`config.mk`:
```
export PLATFORM = sky130hd
export DESIGN_NAME = kronos_mailbox
export DESIGN_NICKNAME = d
export VERILOG_FILES = /design/src/rtl/kronos_types.sv /design/src/rtl/kronos_mbox_watchdog.sv /design/src/rtl/kronos_mailbox.sv
export SDC_FILE = /design/constraint.sdc
export NUM_CORES = 1
export LEC_CHECK = 0
export BUFFER_PORTS_ARGS = -buffer_cell sky130_fd_sc_hd__buf_2
export CORE_ASPECT_RATIO = 0.7
export CORE_UTILIZATION = 35
export CTS_CLUSTER_DIAMETER = 40
export DETAILED_ROUTE_END_ITERATION = 6
export PLACE_DENSITY = 0.62
export SETUP_SLACK_MARGIN = 0.4
export SLEW_MARGIN = 20
export SYNTH_ARGS = -nofsm -noshare
export SYNTH_HDL_FRONTEND = slang
export SYNTH_SLANG_ARGS = --single-unit
```
`constraint.sdc`:
```
create_clock -name clk -period 2.7 [get_ports clk]
set_input_delay 0.54 -clock clk [delete_from_list [all_inputs] [get_ports clk]]
set_output_delay 0.54 -clock clk [all_outputs]
set_load 0.01 [all_outputs]
```
`src/rtl/kronos_types.sv`:
```
// Shared types for the Kronos mailbox.
// Run states, word-map indices and a byte-merge helper.
package kronos_types;

  typedef enum logic [1:0] {
    MB_IDLE,
    MB_RUN,
    MB_DONE,
    MB_TIMEOUT
  } mailbox_state_e;

  localparam logic [3:0] MBOX_DONE_IDX = 4'd0;
  localparam logic [3:0] MBOX_ARG_BASE = 4'd1;

  // Replace the bytes of old_w selected by mask with new_w
  function automatic logic [31:0] mbox_merge(
    input logic [31:0] old_w,
    input logic [31:0] new_w,
    input logic [3:0]  mask
  );
    logic [31:0] r;
    r = old_w;
    for (int b = 0; b < 4; b++) begin
      if (mask[b]) r[b*8 +: 8] = new_w[b*8 +: 8];
    end
    return r;
  endfunction

endpackage

```
`src/rtl/kronos_mbox_watchdog.sv`:
```
// Mailbox run-control FSM with saturating cycle counter.
// Counter clears on start, counts in RUN, holds otherwise.
module kronos_mbox_watchdog
  import kronos_types::*;
#(
  parameter int TIMEOUT = 1024,
  parameter int CNT_W   = 32
) (
  input  logic             clk,
  input  logic             rstz,
  input  logic             start,
  input  logic             done_wr,
  output mailbox_state_e   state,
  output logic [CNT_W-1:0] count
);

  localparam logic [CNT_W-1:0] LAST = CNT_W'(TIMEOUT - 1);

  mailbox_state_e   state_d;
  logic [CNT_W-1:0] count_d;

  // State and counter registers
  always_ff @(posedge clk or negedge rstz) begin
    if (!rstz) begin
      state <= MB_IDLE;
      count <= '0;
    end else begin
      state <= state_d;
      count <= count_d;
    end
  end

  // Next state: done beats watchdog, start ignored while running
  always_comb begin
    state_d = state;
    count_d = count;
    unique case (state)
      MB_RUN: begin
        if (done_wr) begin
          state_d = MB_DONE;
        end else if (count == LAST) begin
          state_d = MB_TIMEOUT;
        end else if (count != '1) begin
          count_d = count + CNT_W'(1);
        end
      end
      default: begin
        if (start) begin
          state_d = MB_RUN;
          count_d = '0;
        end
      end
    endcase
  end

endmodule

```
`src/rtl/kronos_mailbox.sv`:
```
// Host/core mailbox: DONE word, argument words, cycle counter.
// Core side acks one cycle after each request; host reads are registered.
module kronos_mailbox
  import kronos_types::*;
#(
  parameter int NUM_ARGS = 4,
  parameter int TIMEOUT  = 1024,
  parameter int CNT_W    = 32
) (
  input  logic        clk,
  input  logic        rstz,
  input  logic [5:0]  data_addr,
  input  logic [31:0] data_wdata,
  input  logic [3:0]  data_mask,
  input  logic        data_wr_en,
  input  logic        data_req,
  output logic        data_ack,
  output logic [31:0] data_rdata,
  input  logic [3:0]  host_addr,
  input  logic [31:0] host_wdata,
  input  logic        host_we,
  output logic [31:0] host_rdata,
  input  logic        host_start,
  output logic        busy,
  output logic        done,
  output logic        timeout
);

  localparam logic [3:0] CYC_IDX = 4'(NUM_ARGS + 1);

  logic [NUM_ARGS-1:0][31:0] args_q;
  logic [NUM_ARGS-1:0][31:0] args_d;

  mailbox_state_e   state;
  logic [CNT_W-1:0] count;
  logic [31:0]      cyc_word;
  logic [3:0]       data_idx;
  logic             core_wr;
  logic             done_wr;
  logic [31:0]      core_word;
  logic [31:0]      host_word;
  logic [1:0]       unused_addr;

  assign data_idx    = data_addr[5:2];
  assign unused_addr = data_addr[1:0];
  assign cyc_word    = 32'(count);
  assign core_wr     = data_req & data_wr_en;
  assign done_wr     = core_wr
                     & (data_idx == MBOX_DONE_IDX)
                     & (|data_mask)
                     & (data_wdata != '0);

  assign busy    = (state == MB_RUN);
  assign done    = (state == MB_DONE);
  assign timeout = (state == MB_TIMEOUT);

  kronos_mbox_watchdog #(
    .TIMEOUT (TIMEOUT),
    .CNT_W   (CNT_W)
  ) u_wdog (
    .clk     (clk),
    .rstz    (rstz),
    .start   (host_start),
    .done_wr (done_wr),
    .state   (state),
    .count   (count)
  );

  function automatic logic [31:0] word_at(
    input logic [3:0]                idx,
    input logic [NUM_ARGS-1:0][31:0] a,
    input logic                      dn,
    input logic [31:0]               cy
  );
    logic [31:0] w;
    w = '0;
    if (idx == MBOX_DONE_IDX) w = {31'b0, dn};
    if (idx == CYC_IDX)       w = cy;
    for (int i = 0; i < NUM_ARGS; i++) begin
      if (idx == MBOX_ARG_BASE + 4'(i)) w = a[i];
    end
    return w;
  endfunction

  // Read muxes for both ports
  always_comb begin
    core_word = word_at(data_idx, args_q, done, cyc_word);
    host_word = word_at(host_addr, args_q, done, cyc_word);
  end

  // Argument update: host word first, core bytes override
  always_comb begin
    logic [31:0] w;
    args_d = args_q;
    w      = '0;
    for (int i = 0; i < NUM_ARGS; i++) begin
      w = args_q[i];
      if (host_we && host_addr == MBOX_ARG_BASE + 4'(i)) begin
        w = host_wdata;
      end
      if (core_wr && data_idx == MBOX_ARG_BASE + 4'(i)) begin
        w = mbox_merge(w, data_wdata, data_mask);
      end
      args_d[i] = w;
    end
  end

  // Argument storage
  always_ff @(posedge clk or negedge rstz) begin
    if (!rstz) begin
      args_q <= '0;
    end else begin
      args_q <= args_d;
    end
  end

  // Registered bus responses
  always_ff @(posedge clk or negedge rstz) begin
    if (!rstz) begin
      data_ack   <= 1'b0;
      data_rdata <= '0;
      host_rdata <= '0;
    end else begin
      data_ack   <= data_req;
      data_rdata <= data_req ? core_word : '0;
      host_rdata <= host_word;
    end
  end

endmodule

```
==> run metrics, run 1 <==
Async SR Flop Fraction=100%; kind of critical path=in -> reg; final setup TNS=0 ns; cell count after synthesis=1213; worst hold path cell count=2; number of synthesized flops with an enable pin=0; run status=finished, final reports clean; Num CTS Buffers=30; Power, Total=9.90 mW; Max Clock Freq=451 MHz; DP HPWL=25.3 mm; TritonRoute pass-1 iters=6; RSZ-0062 raised after global routing=false; vias in the first global route=10200; grt peak-use layer=met2; Crit. End Element=register; drt total wl=39.1 mm; CP Data Arrival Time=2.71 ns; post-route setup slack=0.484 ns; die height=155 um; global-route wire length before repair=60.1 mm; DP Worst Slack=-0.00537 ns; root buffer cell=clkbuf_16; reg2reg path depth=8; final core utilization=44.1%; Hold WS=0.207 ns; register area share after synthesis=48.2%; Mapped Area=11800 sq um; setup slack, reg-to-reg=0.51 ns; met2 usage=34.1%; hold-critical path endpoint=u_wdog.state[1]; crit path cell chain=buf_2 -> nor4_1 -> nand4_1 -> o211ai_2 -> nand3_2 -> buf_12 -> or4_1 -> a21oi_1; clk_lat worst skew=0.59 ns; DR iter-0 viols=951; Total GRT Usage=22.5%; Tcrit/Tclk final=82.1%; core area=32700 sq um; GR Util met3=4.12%; CP max-delay cell=nor4_1; placed cell area=13300 sq um; RD Place Congestion=0.850; CP delay by family, top=simple AND/OR/NAND/NOR gates; VDD IR max=0.503 mV; PortBufs=149; Slew Viols, Final=0; Slew @ Worst Pin=0.760 ns; I/O pin count=152; initial antenna violation count=5; H-tree depth=1; CTS tree=done; starting density of the core=36.0%; CP required=3.19 ns; WP buf/inv=2; Routed WL per cell=21.5 um; clk sink count=227; skew final=0.0283 ns; Max Cap Viol=0; Die W=221 um; share of cells above drive strength 1=24.6%; P per Cell Area=686 nW/um^2; post-route cell area=14400 sq um; worst-path fanout max=22; total gr overflow=0; final setup vio count=0; Leak=6.89 nW; # rows=55; placed cells=1744; max incr delay on CP=0.60 ns; Nets=1449; largest net degree at the start of global routing=75; DIE AREA=34400 sq um; HP Start=host_start; CTS clk-pin slew, worst paths=0.06 ns; Hold Crit Class=in -> reg; Syn Nets=1298; Remaining DRCs=0; ys flop type=dfrtp_1; final count of hold timing violations=0; syn avg cell area=9.71 sq um; Synth Warn #=0; type of origin of the critical path=input pin; Cell Count, Final, Fillers Out=1820; vias=10500; Critical R2R Capture=u_wdog.count[15]; GR Layer Usage met1=33.0%; ANT nets after route=0; DR vias/cell=5.77; CTS max path bufs=3; Netlist cell types=53; Rel. slew slack=49.3%; Tmin final=2.22 ns; Layout area overhead=22.5%; FF-to-FF Start=u_wdog.state[1]; FF+latch count, synth=227
registers in the layout, indices dropped and copies added, names as in the netlist:
signal,count
args_q,128
data_ack,1
data_rdata,32
host_rdata,32
u_wdog.count,32
u_wdog.state,2
layer usage:
metal  up-vias  routed length [um]
li1       4799                   -
met1      5152               18000
met2       482               16900
met3        65                3390
met4         0                 820
met5         -                   0
logic make-up after synthesis:
group	synth area share (%)
AND/OR/NAND/NOR	13.4
multiplexers	13.9
adder cells (fa/ha/maj)	0.106
flip-flops	48.2
AO/OA/AOI/OAI	20.2
buffers and inverters	4.06
power by group:
part	internal (mW)	switching, mW	leakage (nW)
combinational	0.725	0.809	3.52
clock	2.21	1.63	0.485
sequential	4.03	0.493	2.89
total	6.97	2.93	6.89
worst max-delay path by stage:
stage | start | to | slack (ns) | cells after the start
final | data_wdata[25] | u_wdog.count[15] | 0.48 | 8
after global placement | data_wdata[25] | u_wdog.count[24] | -0.002 | 8
after CTS | u_wdog.state[1] | busy | 0.43 | 4
after global routing | u_wdog.count[6] | u_wdog.count[20] | 0.40 | 6
after detailed placement | data_wdata[17] | u_wdog.count[24] | -0.005 | 9
after floorplan | u_wdog.count[0] | u_wdog.count[9] | 0.50 | 9
final cells by class:
class                      instances  area (sq um)
antenna                            5          12.5
clock buffer                      34           786
clock inverter                    22           191
fill                            3114         18300
inverter                          12          45.0
multi-input combinational        870          5720
sequential                       227          5700
tap                              427           534
timing repair buffer             223          1440
what timing repair did:
action / 4_1_cts / 5_1_grt
setup buffers: 0 / 14
gates resized for setup: 4 / 21
endpoints found under the hold margin: 21 / 0
pin swaps: 0 / 3
hold buffers: 1 / 0
endpoints found under the setup margin: 19 / 25
cell usage after synthesis (2+ instances only):
master | number | area share, %
nor2b_1 | 3 | 0.16
o311ai_0 | 2 | 0.15
o211ai_1 | 2 | 0.13
inv_1 | 12 | 0.38
or3_1 | 15 | 0.80
mux2i_1 | 129 | 11
o21ai_0 | 111 | 4.7
and2_1 | 16 | 0.85
clkbuf_2 | 2 | 0.085
buf_2 | 17 | 0.72
a31oi_1 | 33 | 1.8
buf_4 | 3 | 0.19
o31ai_1 | 11 | 0.70
nand4_1 | 18 | 0.96
a22oi_1 | 87 | 5.5
a21boi_0 | 32 | 2.0
mux2_2 | 31 | 3.0
nand2_1 | 142 | 4.5
clkbuf_1 | 76 | 2.4
nor2_1 | 77 | 2.5
nand3_1 | 14 | 0.60
nor4_1 | 18 | 0.96
and4_1 | 2 | 0.15
dfrtp_1 | 227 | 48
buf_1 | 5 | 0.16
a222oi_1 | 19 | 1.6
and3_1 | 9 | 0.48
nor3_1 | 4 | 0.17
or4_1 | 11 | 0.70
a21oi_1 | 57 | 2.4
o21ai_1 | 6 | 0.26
cell usage in the layout, fill, tap and decap left out, types with 15 or more instances in the layout:
cell and n:
a31oi_1 33, o21ai_0 111, or3_1 15, a21boi_0 32
a222oi_1 19, nand4_1 18, a21oi_1 57, clkbuf_16 30
buf_2 148, nor2_1 75, dfrtp_1 215, a22oi_1 87
mux2i_1 129, nand2_1 139, and2_1 15, mux2_2 31
buf_4 62
(Power assumes the default switching activity.)
==> inputs of run 2 (changes only) <==
--- a/config.mk
+++ b/config.mk
@@ -5,12 +5,13 @@
 export SDC_FILE = /design/constraint.sdc
 export NUM_CORES = 1
 export LEC_CHECK = 0
+export ABC_AREA = 1
 export BUFFER_PORTS_ARGS = -buffer_cell sky130_fd_sc_hd__buf_2
 export CORE_ASPECT_RATIO = 0.7
 export CORE_UTILIZATION = 35
 export CTS_CLUSTER_DIAMETER = 40
 export DETAILED_ROUTE_END_ITERATION = 6
-export PLACE_DENSITY = 0.62
+export PLACE_DENSITY = 0.63
 export SETUP_SLACK_MARGIN = 0.4
 export SLEW_MARGIN = 20
 export SYNTH_ARGS = -nofsm -noshare
==> constraint.sdc (replaced) <==
create_clock -name clk -period 1.85 [get_ports clk]
set_input_delay 0.37 -clock clk [delete_from_list [all_inputs] [get_ports clk]]
set_output_delay 0.37 -clock clk [all_outputs]
set_load 0.01 [all_outputs]
==> run 2 against run 1 <==
Against the previous run: cell area rose by 17%; clock power rose by 86%; global-route usage increased by 5.5 points; largest power group is now the clock network; sequential power rose by 39%; register-to-register slack worse by 0.45 ns.
==> run metrics, run 2 <==
clk sink count=227; total gr overflow=0; placed cell area=15400 sq um; Cell Count, Final, Fillers Out=2479; Switching Share=31.3%; Synth top area share=45.0%; syn avg cell area=7.42 sq um; most used cell, CP=nand2_4; largest net degree at the start of global routing=53; largest area contributor in the netlist=dfrtp_1; final core utilization=48.0%; DR vias/cell=5.55; DP Worst Slack=-0.148 ns; Comb pwr share=21.7%; Slew @ Worst Pin=0.529 ns; Syn Nets=1784; Pint=11.8 mW; final setup TNS=0 ns; DP HPWL=37.3 mm; Crit. End Element=register; type of origin of the critical path=register; clk_lat worst skew=0.53 ns; VDD IR max=0.670 mV; DIE AREA=36800 sq um; Leak=8.01 nW; vias in the first global route=13200; clock power share=41.6%; commonest non-fill, non-tap cell in the layout=nand2_1; skew final=0.0198 ns; sequential cell area=5690 sq um; CTS tree=done; register share of total power=36.6%; multi-input logic area=6060 sq um; Hold WS=0.168 ns; DR iter-0 viols=1660; Mapped Area=12600 sq um; worst-path fanout max=14; I/O pin count=152; run status=finished, final reports clean; Async SR Flop Fraction=100%; Power, Total=17.2 mW; Hold Crit Class=in -> reg; Net Switching=5.38 mW; commonest cells in the synthesized netlist=nand2_1 (412), dfrtp_1 (227), nor2_1 (216); # rows=57; max incr delay on CP=0.39 ns; Max Cap Viol=0; Nets=2066; TritonRoute pass-1 iters=6; Layout area overhead=33.6%; number of synthesized flops with an enable pin=0; share of cells above drive strength 1=23.7%; Biggest register=args_q; ys flop type=dfrtp_1; cell count after synthesis=1699; Tmin final=1.79 ns; # fillers=3435; core area=35100 sq um; RD Place Congestion=1.00; Slew Viols, Final=0; root buffer cell=clkbuf_16; Synth Warn #=0; CTS clk-pin slew, worst paths=0.06 ns; most frequent cells in the layout=nand2_1 (393), dfrtp_1 (223), nor2_1 (204), o21ai_0 (159), buf_4 (149); final setup vio count=0; kind of critical path=reg -> reg; Total GRT Usage=28.1%; CP Data Arrival Time=2.23 ns; CP max-delay cell=dfrtp_1; drt total wl=51.8 mm; initial antenna violation count=1; Routed WL per cell=20.9 um; CTS max path bufs=3; Tcrit/Tclk final=96.5%; vias=13800; most numerous cell in the Yosys netlist=nand2_1; P per Cell Area=1020 nW/um^2; Rel. slew slack=64.8%; placed cells=2405; Area contributors post-synth=dfrtp_1 (45%), nand2_1 (12%), o21ai_0 (6.5%), nor2_1 (6.4%), o22ai_1 (4.9%); final count of hold timing violations=0; worst hold path cell count=3; starting density of the core=36.0%; Num CTS Buffers=36; ANT nets after route=0; FF+latch count, synth=227; number of flip-flops in the largest register=128; die height=161 um; CP required=2.30 ns; H-tree depth=2; PortBufs=149; reg2reg path depth=12; global-route wire length before repair=78.9 mm; # diodes=0; post-route cell area=16900 sq um; crit path cell chain=ha_4 -> nand2_4 -> nor2_4 -> nand2_4 -> nor2_4 -> nand3_2 -> nand2_2 -> nand2_4 -> nand3_4 -> buf_12 -> nand2_1 -> nand2_1; Remaining DRCs=0; Max Clock Freq=560 MHz; Netlist cell types=36; register area share after synthesis=45.0%; RSZ-0062 raised after global routing=true; post-route setup slack=0.0649 ns; Die W=229 um
[run 2: changes by cell type after synthesis, moves of 32 or more]
cell      delta
mux2i_1    -128
nor2_1     +139
o21ai_0     +52
nand2_1    +270
inv_1      +148
a22oi_1     -87
a21boi_0    -32
o211ai_1    +74
nand3_1     +47
o22ai_1     +97
[run 2: worst max-delay path, delay by kind of cell, from the launching register on]
| family | cells | cell delay (ns) |
|---|---|---|
| and+or+nand+nor | 10 | 0.99 |
| DFF | 1 | 0.39 |
| adders and majority gates | 1 | 0.17 |
| buffers and inverters | 1 | 0.16 |
[run 2: cells by family (layout without fill, tap and decap cells)]
| logic type | Yosys count | count (layout) | synth area share (%) |
|---|---|---|---|
| muxes | 1 | 1 | 0.0794 |
| xor gates and xnor gates | 12 | 12 | 0.833 |
| buffers and inverters | 259 | 567 | 8.23 |
| AOI/OAI and AO/OA | 481 | 481 | 22.7 |
| DFF | 227 | 227 | 45.0 |
| adders and majority gates | 1 | 1 | 0.0992 |
| and+or+nand+nor | 718 | 718 | 23.0 |
[run 2: power by group through the flow]
stage | combinational (mW) | sequential, mW | clock (mW)
after floorplan | 2.00 | 6.30 | 0
after global placement | 3.34 | 6.31 | 0
after detailed placement | 3.42 | 6.35 | 0
after CTS | 3.53 | 6.27 | 7.25
after global routing | 4.11 | 6.39 | 7.46
final | 3.74 | 6.29 | 7.16
[run 2: final timing paths]
kind / endpoint / startpoint / slack (ns)
worst min register to register: host_rdata[13] / args_q[45] / 0.51
worst max register to register: u_wdog.count[16] / u_wdog.count[1] / 0.06
worst max-delay path: u_wdog.count[16] / u_wdog.count[1] / 0.06
min in group asynchronous: args_q[44] / rstz / 0.40
max in group asynchronous: u_wdog.count[2] / rstz / 0.83
worst min-delay path: args_q[19] / host_wdata[19] / 0.17
[run 2: area by class of cell]
type	instances	area share, %
flip-flops and latches	227	33.7
well taps	472	3.50
multi-input cells	1213	35.9
repair buffers	336	15.5
clock buffers	44	5.95
inverters	167	3.82
clock inverters	20	1.53
[run 2: what timing repair did]
item                                    CTS  global route
hold endpoints to repair                 44             0
gates resized for setup                   9            43
buffers inserted                          5             2
pin swaps                                 2             6
cloned                                    0             2
hold buffers                              1             0
endpoints found under the setup margin   37            76
[run 2: layer usage]
layer	up-vias	share of wire [%]	track usage [%]
met5	-	0	0
li1	6278	-	-
met3	105	11	7.16
met4	0	2.5	8.24
met1	6541	44	40.6
met2	842	42	41.1
